### config.mk
export PLATFORM = sky130hd
export DESIGN_NAME = traffic_lamp_monitor
export DESIGN_NICKNAME = d
export VERILOG_FILES = /design/src/rtl/traffic_lamp_monitor.sv
export SDC_FILE = /design/constraint.sdc
export NUM_CORES = 1
export LEC_CHECK = 0
export CORE_AREA = 2 2 62 64
export CTS_BUF_LIST = sky130_fd_sc_hd__clkbuf_2
export CTS_CLUSTER_SIZE = 24
export DETAILED_ROUTE_END_ITERATION = 6
export DIE_AREA = 0 0 64 66
export PLACE_DENSITY = 0.7
export SYNTH_ARGS = -nofsm -noshare
export SYNTH_HDL_FRONTEND = slang
export SYNTH_SLANG_ARGS = --single-unit
export TNS_END_PERCENT = 30
### constraint.sdc
create_clock -name clk -period 3 [get_ports clk]
set_clock_uncertainty 0.05 [all_clocks]
set_input_delay 0.45 -clock clk [delete_from_list [all_inputs] [get_ports clk]]
set_output_delay 0.45 -clock clk [all_outputs]
set_load 0.005 [all_outputs]
### src/rtl/traffic_lamp_monitor.sv
// traffic_lamp_monitor: validates A/B light codes and drives lamps, flashing yellow on sustained faults (optional LAMP_FAULT_COUNT_EN adds fault_count)
module traffic_lamp_monitor #(
  parameter int FAULT_DEBOUNCE = 2,
  parameter int BLINK_DIV      = 4,
  parameter int RECOVER_CYCLES = 8
) (
  input  logic       clk,
  input  logic       reset,
  input  logic [2:0] a_in,
  input  logic [2:0] b_in,
  input  logic       clear,
  output logic [2:0] lamp_a,
  output logic [2:0] lamp_b,
  output logic       fault,
  output logic [1:0] fault_code,
`ifdef LAMP_FAULT_COUNT_EN
  output logic [7:0] fault_count,
`endif
  output logic       flash_phase
);
  localparam int DW = $clog2(FAULT_DEBOUNCE + 1);
  localparam int BW = $clog2(BLINK_DIV + 1);
  localparam int RW = $clog2(RECOVER_CYCLES + 1);
  localparam logic [2:0] RED = 3'b100, YEL = 3'b010, OFF = 3'b000;
  typedef enum logic [1:0] {NORMAL, PENDING, FAULT, RECOVER} state_t;
  state_t state, state_n;
  logic [2:0] la_n, lb_n, last_a, last_b, lla_n, llb_n;
  logic [1:0] c_n, cause;
  logic f_n, p_n, trip, legal, oh_a, oh_b;
  logic [DW-1:0] dcnt, dc_n;
  logic [BW-1:0] fcnt, fc_n;
  logic [RW-1:0] rcnt, rc_n;
  assign oh_a  = a_in == 3'b001 || a_in == 3'b010 || a_in == 3'b100;
  assign oh_b  = b_in == 3'b001 || b_in == 3'b010 || b_in == 3'b100;
  assign legal = oh_a && oh_b && (a_in == RED || b_in == RED);
  assign cause = (oh_a && oh_b) ? 2'b10 : 2'b01;
  // next-state and next-output decode; a trip overrides whatever the state chose
  always_comb begin
    state_n = state;
    la_n = lamp_a;
    lb_n = lamp_b;
    lla_n = last_a;
    llb_n = last_b;
    f_n = fault;
    c_n = fault_code;
    p_n = flash_phase;
    dc_n = dcnt;
    fc_n = fcnt;
    rc_n = rcnt;
    trip = 1'b0;
    case (state)
      NORMAL, PENDING: begin
        if (legal) begin
          state_n = NORMAL;
          la_n = a_in;
          lb_n = b_in;
          lla_n = a_in;
          llb_n = b_in;
          dc_n = '0;
        end else begin
          state_n = PENDING;
          la_n = last_a;
          lb_n = last_b;
          dc_n = dcnt + DW'(1);
          trip = dc_n == DW'(FAULT_DEBOUNCE);
        end
      end
      FAULT: begin
        if (clear && legal) begin
          state_n = RECOVER;
          la_n = RED;
          lb_n = RED;
          p_n = 1'b0;
          rc_n = '0;
        end else begin
          p_n = (fcnt == BW'(BLINK_DIV - 1)) ? ~flash_phase : flash_phase;
          fc_n = (fcnt == BW'(BLINK_DIV - 1)) ? '0 : fcnt + BW'(1);
          la_n = p_n ? YEL : OFF;
          lb_n = p_n ? YEL : OFF;
        end
      end
      RECOVER: begin
        trip = !legal;
        rc_n = legal ? rcnt + RW'(1) : rcnt;
        if (legal && rc_n == RW'(RECOVER_CYCLES)) begin
          state_n = NORMAL;
          la_n = a_in;
          lb_n = b_in;
          lla_n = a_in;
          llb_n = b_in;
          f_n = 1'b0;
          c_n = 2'b00;
          rc_n = '0;
        end
      end
    endcase
    if (trip) begin
      state_n = FAULT;
      f_n = 1'b1;
      c_n = cause;
      p_n = 1'b1;
      fc_n = '0;
      dc_n = '0;
      la_n = YEL;
      lb_n = YEL;
    end
  end
  // state and registered outputs
  always_ff @(posedge clk) begin
    if (reset) begin
      state <= NORMAL;
      lamp_a <= RED;
      lamp_b <= RED;
      last_a <= RED;
      last_b <= RED;
      fault <= 1'b0;
      fault_code <= 2'b00;
      flash_phase <= 1'b0;
      dcnt <= '0;
      fcnt <= '0;
      rcnt <= '0;
    end else begin
      state <= state_n;
      lamp_a <= la_n;
      lamp_b <= lb_n;
      last_a <= lla_n;
      last_b <= llb_n;
      fault <= f_n;
      fault_code <= c_n;
      flash_phase <= p_n;
      dcnt <= dc_n;
      fcnt <= fc_n;
      rcnt <= rc_n;
    end
  end
`ifdef LAMP_FAULT_COUNT_EN
  // saturating count of FAULT entries, cleared only by reset
  always_ff @(posedge clk) begin
    if (reset) fault_count <= '0;
    else if (trip && fault_count != 8'hff) fault_count <= fault_count + 8'd1;
  end
`endif
endmodule

Word level (Yosys, flattened, before mapping)
Cells that the tools add are included.
{ "totals": {"regBits": 27, "inputBits": 9, "out_inout_bits": 10, "wordCells": 94} }
{ "classes": {"addsub": 3, "eq_ne": 16, "mux": 35, "bitwise_logic": 2, "reduce_logical": 24} }
{ "ops": {"columns": ["cell", "n"], "rows": [
  ["2-to-1 mux 3 bit", 8],
  ["one-hot mux 3 bit (3 select lines)", 2],
  ["2-to-1 mux 2 bit", 8],
  ["2-to-1 mux 4 bit", 3],
  ["one-hot mux 3 bit (2 select lines)", 2],
  ["AND reduction 2 bit", 6],
  ["nonzero test 2 bit", 5],
  ["equality test 3 x 2 -> 1 bit, second input constant", 3],
  ["2-to-1 mux 1 bit", 9],
  ["one-hot mux 4 bit (2 select lines)", 1],
  ["equality test 2 bit, second input constant", 3],
  ["equality test 3 x 1 -> 1 bit, second input constant", 2],
  ["equality test 3 bit, second input constant", 2],
  ["!= test 3 bit, second input constant", 2],
  ["one-hot mux 2 bit (3 select lines)", 1],
  ["logical OR 1 bit", 5],
  ["adder 4 x 1 -> 4 bit, second input constant", 1],
  ["equality test 4 bit, second input constant", 1],
  ["logical AND 1 bit", 4],
  ["!= test 2 bit, second input constant", 2],
  ["OR reduction 2 bit", 2],
  ["adder 3 x 1 -> 3 bit, second input constant", 1],
  ["adder 2 x 1 -> 2 bit, second input constant", 1],
  ["equality test 2 x 1 -> 1 bit, second input constant", 1],
  ["other kinds (4)", 5]
]} }

Logic depth before layout (Yosys ltp)
{ "logic_depth": {"ltp_word": 11, "mapped_depth": 8, "ltp_nobuf": 7} }

Worst setup path after synthesis
OpenSTA, ideal clock, no wires.
{ "synth_path": {"kind": "input to register", "startpoint": "input a_in[1]", "endpoint": "register lamp_a[0]", "setup_time_ns": 0.066, "arrival_time_ns": 2.029, "path_slack_ns": 0.855, "path_stages": 7, "path_buffers": 2, "path_cell_list": "buf_2 or2b_2 a211oi_4 nor3_2 buf_6 a2111o_1 a21oi_2"} }
{ "synth_via": {"elab_chain_len": 9, "elab_cells_between_ends": 20, "classes_between": "eq/ne: 5; mux: 6; reduce/logical: 9"} }
{ "synth_lines": {"columns": ["element", "line", "rtl"], "rows": [
  ["start, declared", "9", "input logic [2:0] a_in,"],
  ["equality test 3 x 1 -> 1 bit or equality test 3 x 2 -> 1 bit (tied branches)", "33", "assign oh_a = a_in == 3'b001 || a_in == 3'b010 || a_in == 3'b100;"],
  ["logical OR 1 bit (2 in a row)", "33", null],
  ["logical AND 1 bit", "35", "assign legal = oh_a && oh_b && (a_in == RED || b_in == RED);"],
  ["logical AND 1 bit (*)", "35", null],
  ["2-to-1 mux 4 bit", "84", "rc_n = legal ? rcnt + RW'(1) : rcnt;"],
  ["equality test 4 bit", "85", "if (legal && rc_n == RW'(RECOVER_CYCLES)) begin"],
  ["logical AND 1 bit", "85", null],
  ["!= test 2 bit (no line)", null, null],
  ["end signal, assigned", "124", "lamp_a <= la_n;"],
  ["end, declared", "12", "output logic [2:0] lamp_a,"]
]} }
Mark *: on every way between the ends. The rest lies on a longest branch, timed or not.
A chain may end at the register's enable or synchronous reset.

Final worst setup path
{ "layout_path": {"startpoint": "input a_in[0]", "endpoint": "register rcnt[3]"} }
{ "layout_via": {"elab_chain_len": 10, "elab_cells_between_ends": 16, "classes_between": "eq/ne: 5; mux: 3; reduce/logical: 8"} }
{ "layout_lines": {"columns": ["element", "line", "rtl"], "rows": [
  ["equality test 3 x 1 -> 1 bit or equality test 3 x 2 -> 1 bit (tied branches)", "33", null],
  ["logical OR 1 bit (2 in a row)", "33", null],
  ["logical AND 1 bit", "35", null],
  ["logical AND 1 bit (*)", "35", null],
  ["2-to-1 mux 4 bit", "84", null],
  ["equality test 4 bit", "85", null],
  ["logical AND 1 bit", "85", null],
  ["2-to-1 mux 4 bit", "85", null],
  ["one-hot mux 4 bit (2 select lines)", "51", "case (state)"],
  ["end signal, assigned", "133", "rcnt <= rc_n;"],
  ["end, declared", "32", "logic [RW-1:0] rcnt, rc_n;"]
]} }
Marks and branches as above.

==> qor.yml <==
floorplan:
  fp.dieW_um: 64
  die-height_um: 66
  design.die.area_um2: 4220
  rows: 22
  start_util_pct: 47.7
  num_io_pins: 19
  core_um2: 3550
timing:
  slew_headroom_pct: 57.7
  rsz0062_at_grt: "false"
  period_needed_ns: 2.45
  worstMarginPinSlew_ns: 0.630
  period_share_pct: 81.5
  slew_violations: 0
  finalSetupViolCount: 0
  finalHoldViolCount: 0
  fmax_mhz: 409
  tns_ns: 0
global_route:
  grt_pass1_wl_mm: 6.70
  grt_pass1_vias: 1421
  grt_max_degree: 19
  track_usage_pct: 20.1
  antenna_found_initial: 0
  gr-total-overflow: 0
final_layout:
  fillers: 326
  nNetsFinal: 216
  stdcell_count: 251
  syn_to_final_growth_pct: 11.1
  diodes: 0
  post-route-util_pct: 53.1
  drive_above_1_share_pct: 11.8
setup_path:
  crit_fanout: 10
  cp.depth: 6
  cp-start-kind: "primary input"
  crit_family: "simple AND/OR/NAND/NOR gates"
  crit_buf_inv: 1
  crit_chain: "clkdlybuf4s50_1, or3b_1, or3_1, a31oi_4, a41oi_1, a311oi_1"
  reg2reg_to: "rcnt[3]$_SDFFE_PP0P_"
  r2r_slack_ns: 0.63
  critPathSlowestCell: "clkdlybuf4s50_1"
  critPathArrivalTime_ns: 2.71
  critPathMaxStageDelay_ns: 0.57
  crit_type: "in -> reg"
  crit_required_ns: 3.26
  crit_start: "a_in[0]"
  r2r-start: "state[1]$_SDFFE_PP0P_"
  ff2ff_path_depth: 5
  critPathCapture: "rcnt[3]$_SDFFE_PP0P_"
  end_kind: "flop"
clock_network:
  cts_tree: "yes"
  cts_resized: 0
  cts-root-buf: "clkbuf_2"
  cts_hold_buf: 0
  htree_levels: 1
  clkTransAtPathRegs_ns: 0.26
  clk_latency_ns: 0.37
  clock_sinks: 27
  cts_buffers: 3
  cts_setup_buffers: 0
  cts_buffer_depth: 2
placed_design:
  gp_congestion: 0.923
  numPortBuffers: 18
  placed_cells: 247
  hpwl_mm: 2.94
drt:
  vias: 1520
  drt_iter0_drc: 76
  firstDrtPassIters: 4
  drt_wl_total_mm: 3.97
  route.detailed.drc: 0
  drtAntennaViolNets: 0
  vias_per_cell: 6.06
  wl_per_cell_um: 15.8
synth:
  syn_area_um2: 1700
  ys_types: 62
  synth_seq_cells: 27
  ys.flop_type: "dfxtp_1"
  async_flop_share_pct: 0
  synth_common_cells: "27 x dfxtp_1, 12 x nor2_1, 12 x o21ai_0"
  avgSynthCellArea_um2: 8.92
  synthAdderAreaFrac_pct: 2.21
  synth_cells: 190
  synth_nets: 202
  synth_top_area_cell: "dfxtp_1"
  synth_edf_count: 0
  synth-compound-area-share_pct: 28.0
  synth_xor_area_share_pct: 2.07
  synth.most_common_cell: "dfxtp_1"
  synthMuxAreaShare_pct: 4.72
  synth_top_family_by_area: "compound AO/OA/AOI/OAI gates"
  synth_top_area_share_pct: 31.9
  ys_warn_count: 0
  yosys-top-cells-area: "dfxtp_1 32%, mux2i_1 4.7%, o21ai_0 3.5%"
  synthSimpleGateAreaFrac_pct: 22.7
  yosysSeqAreaShare_pct: 31.9
power_and_ir_drop:
  p_leak_nw: 0.656
  finalPower_mw: 1.17
  power_density_nw_per_um2: 619
  vdd_drop_max_uv: 212
worst_hold_path:
  min-delay-path-class: "reg -> reg"
job:
  drv_cap: 0
run_status:
  status: "complete, no violations"
## area by class of cell
class | instances | area (um2) | share of cell area [%]
clock buffer | 3 | 15.0 | 0.797
clock inverter | 1 | 5.00 | 0.266
inverter | 9 | 33.8 | 1.79
multi-input combinational | 140 | 1010 | 53.7
sequential | 27 | 541 | 28.7
tap | 48 | 60.1 | 3.19
timing repair buffer | 23 | 218 | 11.6
## worst reg2reg max path, delay by kind of cell, from the launching register on
kind	cells	cell delay (ns)
compound gates	4	1.08
flops	1	0.76
simple gates	1	0.41
## per-stage QoR
step | hold slack [ns] | cell area [um2] | setup slack [ns]
detailed placement | 0.383 | 1860 | 0.167
global route | 0.441 | 1880 | 0.463
floorplan | 0.360 | 1700 | 0.855
finish | 0.403 | 1880 | 0.554
CTS | 0.411 | 1880 | 0.579
global placement | 0.372 | 1860 | 0.244
## worst min-delay path by stage
stage	startpoint	to	slack, ns	cells after the start
finish	fcnt[2]$_SDFFE_PP0P_	fcnt[2]$_SDFFE_PP0P_	0.40	2
global route	fcnt[2]$_SDFFE_PP0P_	fcnt[2]$_SDFFE_PP0P_	0.44	2
CTS	fcnt[2]$_SDFFE_PP0P_	fcnt[2]$_SDFFE_PP0P_	0.41	2
detailed placement	fcnt[2]$_SDFFE_PP0P_	fcnt[2]$_SDFFE_PP0P_	0.38	2
global placement	fcnt[2]$_SDFFE_PP0P_	fcnt[2]$_SDFFE_PP0P_	0.37	2
floorplan	fcnt[2]$_SDFFE_PP0P_	fcnt[2]$_SDFFE_PP0P_	0.36	2
## placed cells by master (no fill, tap or decap), drive strengths merged, types with 3 or more instances in the layout
| cell | netlist | routed |
|---|---|---|
| a221oi | 3 | 3 |
| nor3b | 3 | 3 |
| o41ai | 4 | 4 |
| clkbuf | 5 | 3 |
| nor2 | 12 | 12 |
| xnor2 | 4 | 4 |
| mux2i | 8 | 8 |
| a21oi | 12 | 12 |
| nor3 | 4 | 4 |
| or3 | 5 | 5 |
| clkdlybuf4s50 | 0 | 18 |
| nand3 | 8 | 8 |
| inv | 9 | 9 |
| a311oi | 3 | 3 |
| a211oi | 3 | 3 |
| buf | 9 | 5 |
| a31oi | 3 | 3 |
| nand4 | 3 | 3 |
| nand2 | 13 | 13 |
| dfxtp | 27 | 27 |
| ha | 3 | 3 |
| o21ai | 12 | 12 |
## metal layers
| layer | GRT usage (%) | wire length, um |
|---|---|---|
| met5 | 0 | 0 |
| met4 | 6.25 | 53 |
| met3 | 2.73 | 271 |
| met2 | 34.0 | 1890 |
| met1 | 26.5 | 1750 |
## report_power, final
part	internal (mW)	switching (mW)
clock network	0.0302	0.116
registers	0.440	0.0645
logic	0.252	0.263
total	0.723	0.443
## sequential cells by signal, summed over array words and instances (netlist names)
register and cells:
fcnt 3, fault_code 2, last_b 3, last_a 3, dcnt 2, lamp_a 3
rcnt 4, fault 1, state 2, lamp_b 3, flash_phase 1
## logic make-up (layout without fill, tap and decap cells)
kind of cell | count (synthesis) | in the layout
mux | 8 | 8
buf+inv | 23 | 36
fa+ha+maj | 3 | 3
simple gates | 64 | 64
flops | 27 | 27
xor+xnor | 4 | 4
compound gates | 61 | 61
(Power assumes the default switching activity.)
==> RTL edit: new RTL, config.mk and constraints unchanged <==
`FAULT_DEBOUNCE`: 2 -> 1.
--- a/src/rtl/traffic_lamp_monitor.sv
+++ b/src/rtl/traffic_lamp_monitor.sv
@@ -1,6 +1,6 @@
 // traffic_lamp_monitor: validates A/B light codes and drives lamps, flashing yellow on sustained faults (optional LAMP_FAULT_COUNT_EN adds fault_count)
 module traffic_lamp_monitor #(
-  parameter int FAULT_DEBOUNCE = 2,
+  parameter int FAULT_DEBOUNCE = 1,
   parameter int BLINK_DIV      = 4,
   parameter int RECOVER_CYCLES = 8
 ) (
Behaviour: not the same (a bounded check fails within 4 cycles, from zero or initial values and one cycle with reset high).
==> RTL edit against the original RTL <==
- synthesized area fell by 9.4%
- register-to-register slack better by 0.18 ns
- synthesized cell count shrank 3.2%
- count of clock-buffer cells in the layout unchanged
- die area unchanged
- design area fell by 4.6%
- sequential share of layout area up 0.26 points
- worst setup slack lost 0.11 ns
- via count down 1.5%
- hold slack better by 0.0022 ns
- wire length grew 1.7%
- first-iteration DRC count decreased by 30%
- largest cell class unchanged
- sequential cell count down 1
Power is not compared: it rests on default switching activity, and its combinational part moved more than twofold at a synthesized area within 25%.
==> RTL edit: results (changes against the original RTL) <==
Met1 GRT Util - 0.295 (was 0.265)
Uppermost layer routed - met4 (unchanged)
Maximum vdd drop - 0.229 mV
DP HPWL - 3.04 mm (was 2.94 mm)
H-tree levels - 1 (unchanged)
Drt wl/cell - 16.1 µm (was 15.8 µm)
1st-pass router iterations - 4 (unchanged)
Clock buffers created by TritonCTS - 3 (unchanged)
FF-to-FF End - fault_code[1]$_SDFFE_PP0P_ (was rcnt[3]$_SDFFE_PP0P_)
Worst-Margin Slew - 0.975 ns (was 0.630 ns)
Path depth of the worst reg2reg path - 5 (unchanged)
XOR/XNOR share of the synthesized area - 0.0228 (was 0.0207)
Synth Instances - 184 (was 190)
Antenna diode count - 0 (unchanged)
Sequential area share after synthesis - 0.339 (was 0.319)
Synth top area cells - dfxtp_1 (34%), a21oi_1 (4.9%), nand3_1 (4.2%) (was dfxtp_1 (32%), mux2i_1 (4.7%), o21ai_0 (3.5%))
Async SR Flop Fraction - 0 (unchanged)
Drt via density - 5.99 (was 6.06)
Syn nets - 195 (was 202)
Worst-skew pair later-pin latency - 0.35 ns (was 0.37 ns)
Met2 GRT Util - 0.335 (was 0.340)
Leakage - 0.000620 µW
Port bufs - 18 (unchanged)
Slowest-stage cell, CP - nor3_1 (was clkdlybuf4s50_1)
DR iter-0 viols - 53 (was 76)
Met3 capacity usage during global routing - 0.0562 (was 0.0273)
Mux cell area share after synthesis - 0.0261 (was 0.0472)
Met3 wire len - 300 µm (was 271 µm)
Reg with most FFs - rcnt (unchanged)
Synth top area share - 0.339 (was 0.319)
Post-synth top cells - dfxtp_1 (26), a21oi_1 (15), nand3_1 (13) (was dfxtp_1 (27), nor2_1 (12), o21ai_0 (12))
Worst EP arrival - 2.78 ns (was 2.71 ns)
Vias in the first global route - 1472 (was 1421)
Yosys Warn Count - 0 (unchanged)
Share of cells above drive strength 1 - 0.104 (was 0.118)
Family with the most delay on the worst path - simple AND/OR/NAND/NOR gates (unchanged)
Worst-path clk slew - 0.23 ns (was 0.26 ns)
GP Congestion - 0.894 (was 0.923)
CP max stage delay - 0.81 ns (was 0.57 ns)
Reg2reg setup slack - 0.81 ns (was 0.63 ns)
Worst hold start - fcnt[2]$_SDFFE_PP0P_ (unchanged)
Status - finished, final reports clean (unchanged)
Netlist cell types - 54 (was 62)
Routed wl met2 - 1.84 mm (was 1.89 mm)
Post-CTS setup buffer count - 0 (unchanged)
Filler cells - 352 (was 326)
WL met1 - 1.86 mm (was 1.75 mm)
GRT Util Overall - 0.216 (was 0.201)
First-pass GRT wire length - 7.13 mm (was 6.70 mm)
Post-cts sizing count - 0 (unchanged)
Worst Hold Class - flip-flop to flip-flop (unchanged)
Non-filler cells, final - 250 (was 251)
WHS Path Cells - 2 (unchanged)
Synth Area in Adders - 0.0163 (was 0.0221)
Layout Nets - 215 (was 216)
Synth Area in Compound Gates - 0.308 (was 0.280)
WHS - 0.405 ns (was 0.403 ns)
-- RTL edit: changes by cell type in the layout (fill, tap and decap cells not counted), moves of 3 or more --
cell,change
buf_4,+6
nand3_1,+6
nor3_1,+6
a21oi_1,+4
inv_1,-4
mux2i_1,-4
a31oi_1,+3
nand3b_1,+3
o41ai_1,-3
or3_1,-3
-- RTL edit: worst max path at each step --
stage,depth (start not counted),startpoint,slack (ns),to
after floorplan,8,a_in[1],0.75,state[0]$_SDFFE_PP0P_
after global placement,6,a_in[1],0.15,lamp_a[2]$_SDFFE_PP1P_
after detailed placement,6,a_in[1],0.04,lamp_b[2]$_SDFFE_PP1P_
after CTS,6,a_in[1],0.42,lamp_b[2]$_SDFFE_PP1P_
after global routing,6,a_in[1],0.23,lamp_a[1]$_SDFFE_PP0P_
final,6,a_in[1],0.44,lamp_b[2]$_SDFFE_PP1P_
-- RTL edit: area by class of cell --
class / count / area share
multi-input cells: 139 / 0.512
flip-flops and latches: 26 / 0.289
repair buffers: 29 / 0.146
clock buffers: 3 / 0.00835
inverters: 5 / 0.0104
well taps: 48 / 0.0334
-- RTL edit: power breakdown --
group | switching (µW) | internal, µW | total [µW]
Combinational | 81.4 | 75.7 | 157
Clock | 101 | 27.2 | 128
Sequential | 20.1 | 365 | 385
-- RTL edit: through the flow --
| stage | instance area, µm² | power (µW) | setup WS (ns) | util |
|---|---|---|---|---|
| 2_1_floorplan | 1540 | 483 | 0.749 | - |
| 3_3_place_gp | 1780 | 544 | 0.146 | 0.502 |
| 3_5_place_dp | 1780 | 548 | 0.0441 | 0.502 |
| 4_1_cts | 1800 | 675 | 0.423 | 0.506 |
| 5_1_grt | 1800 | 714 | 0.226 | 0.506 |
| 6_report | 1800 | 670 | 0.444 | 0.506 |
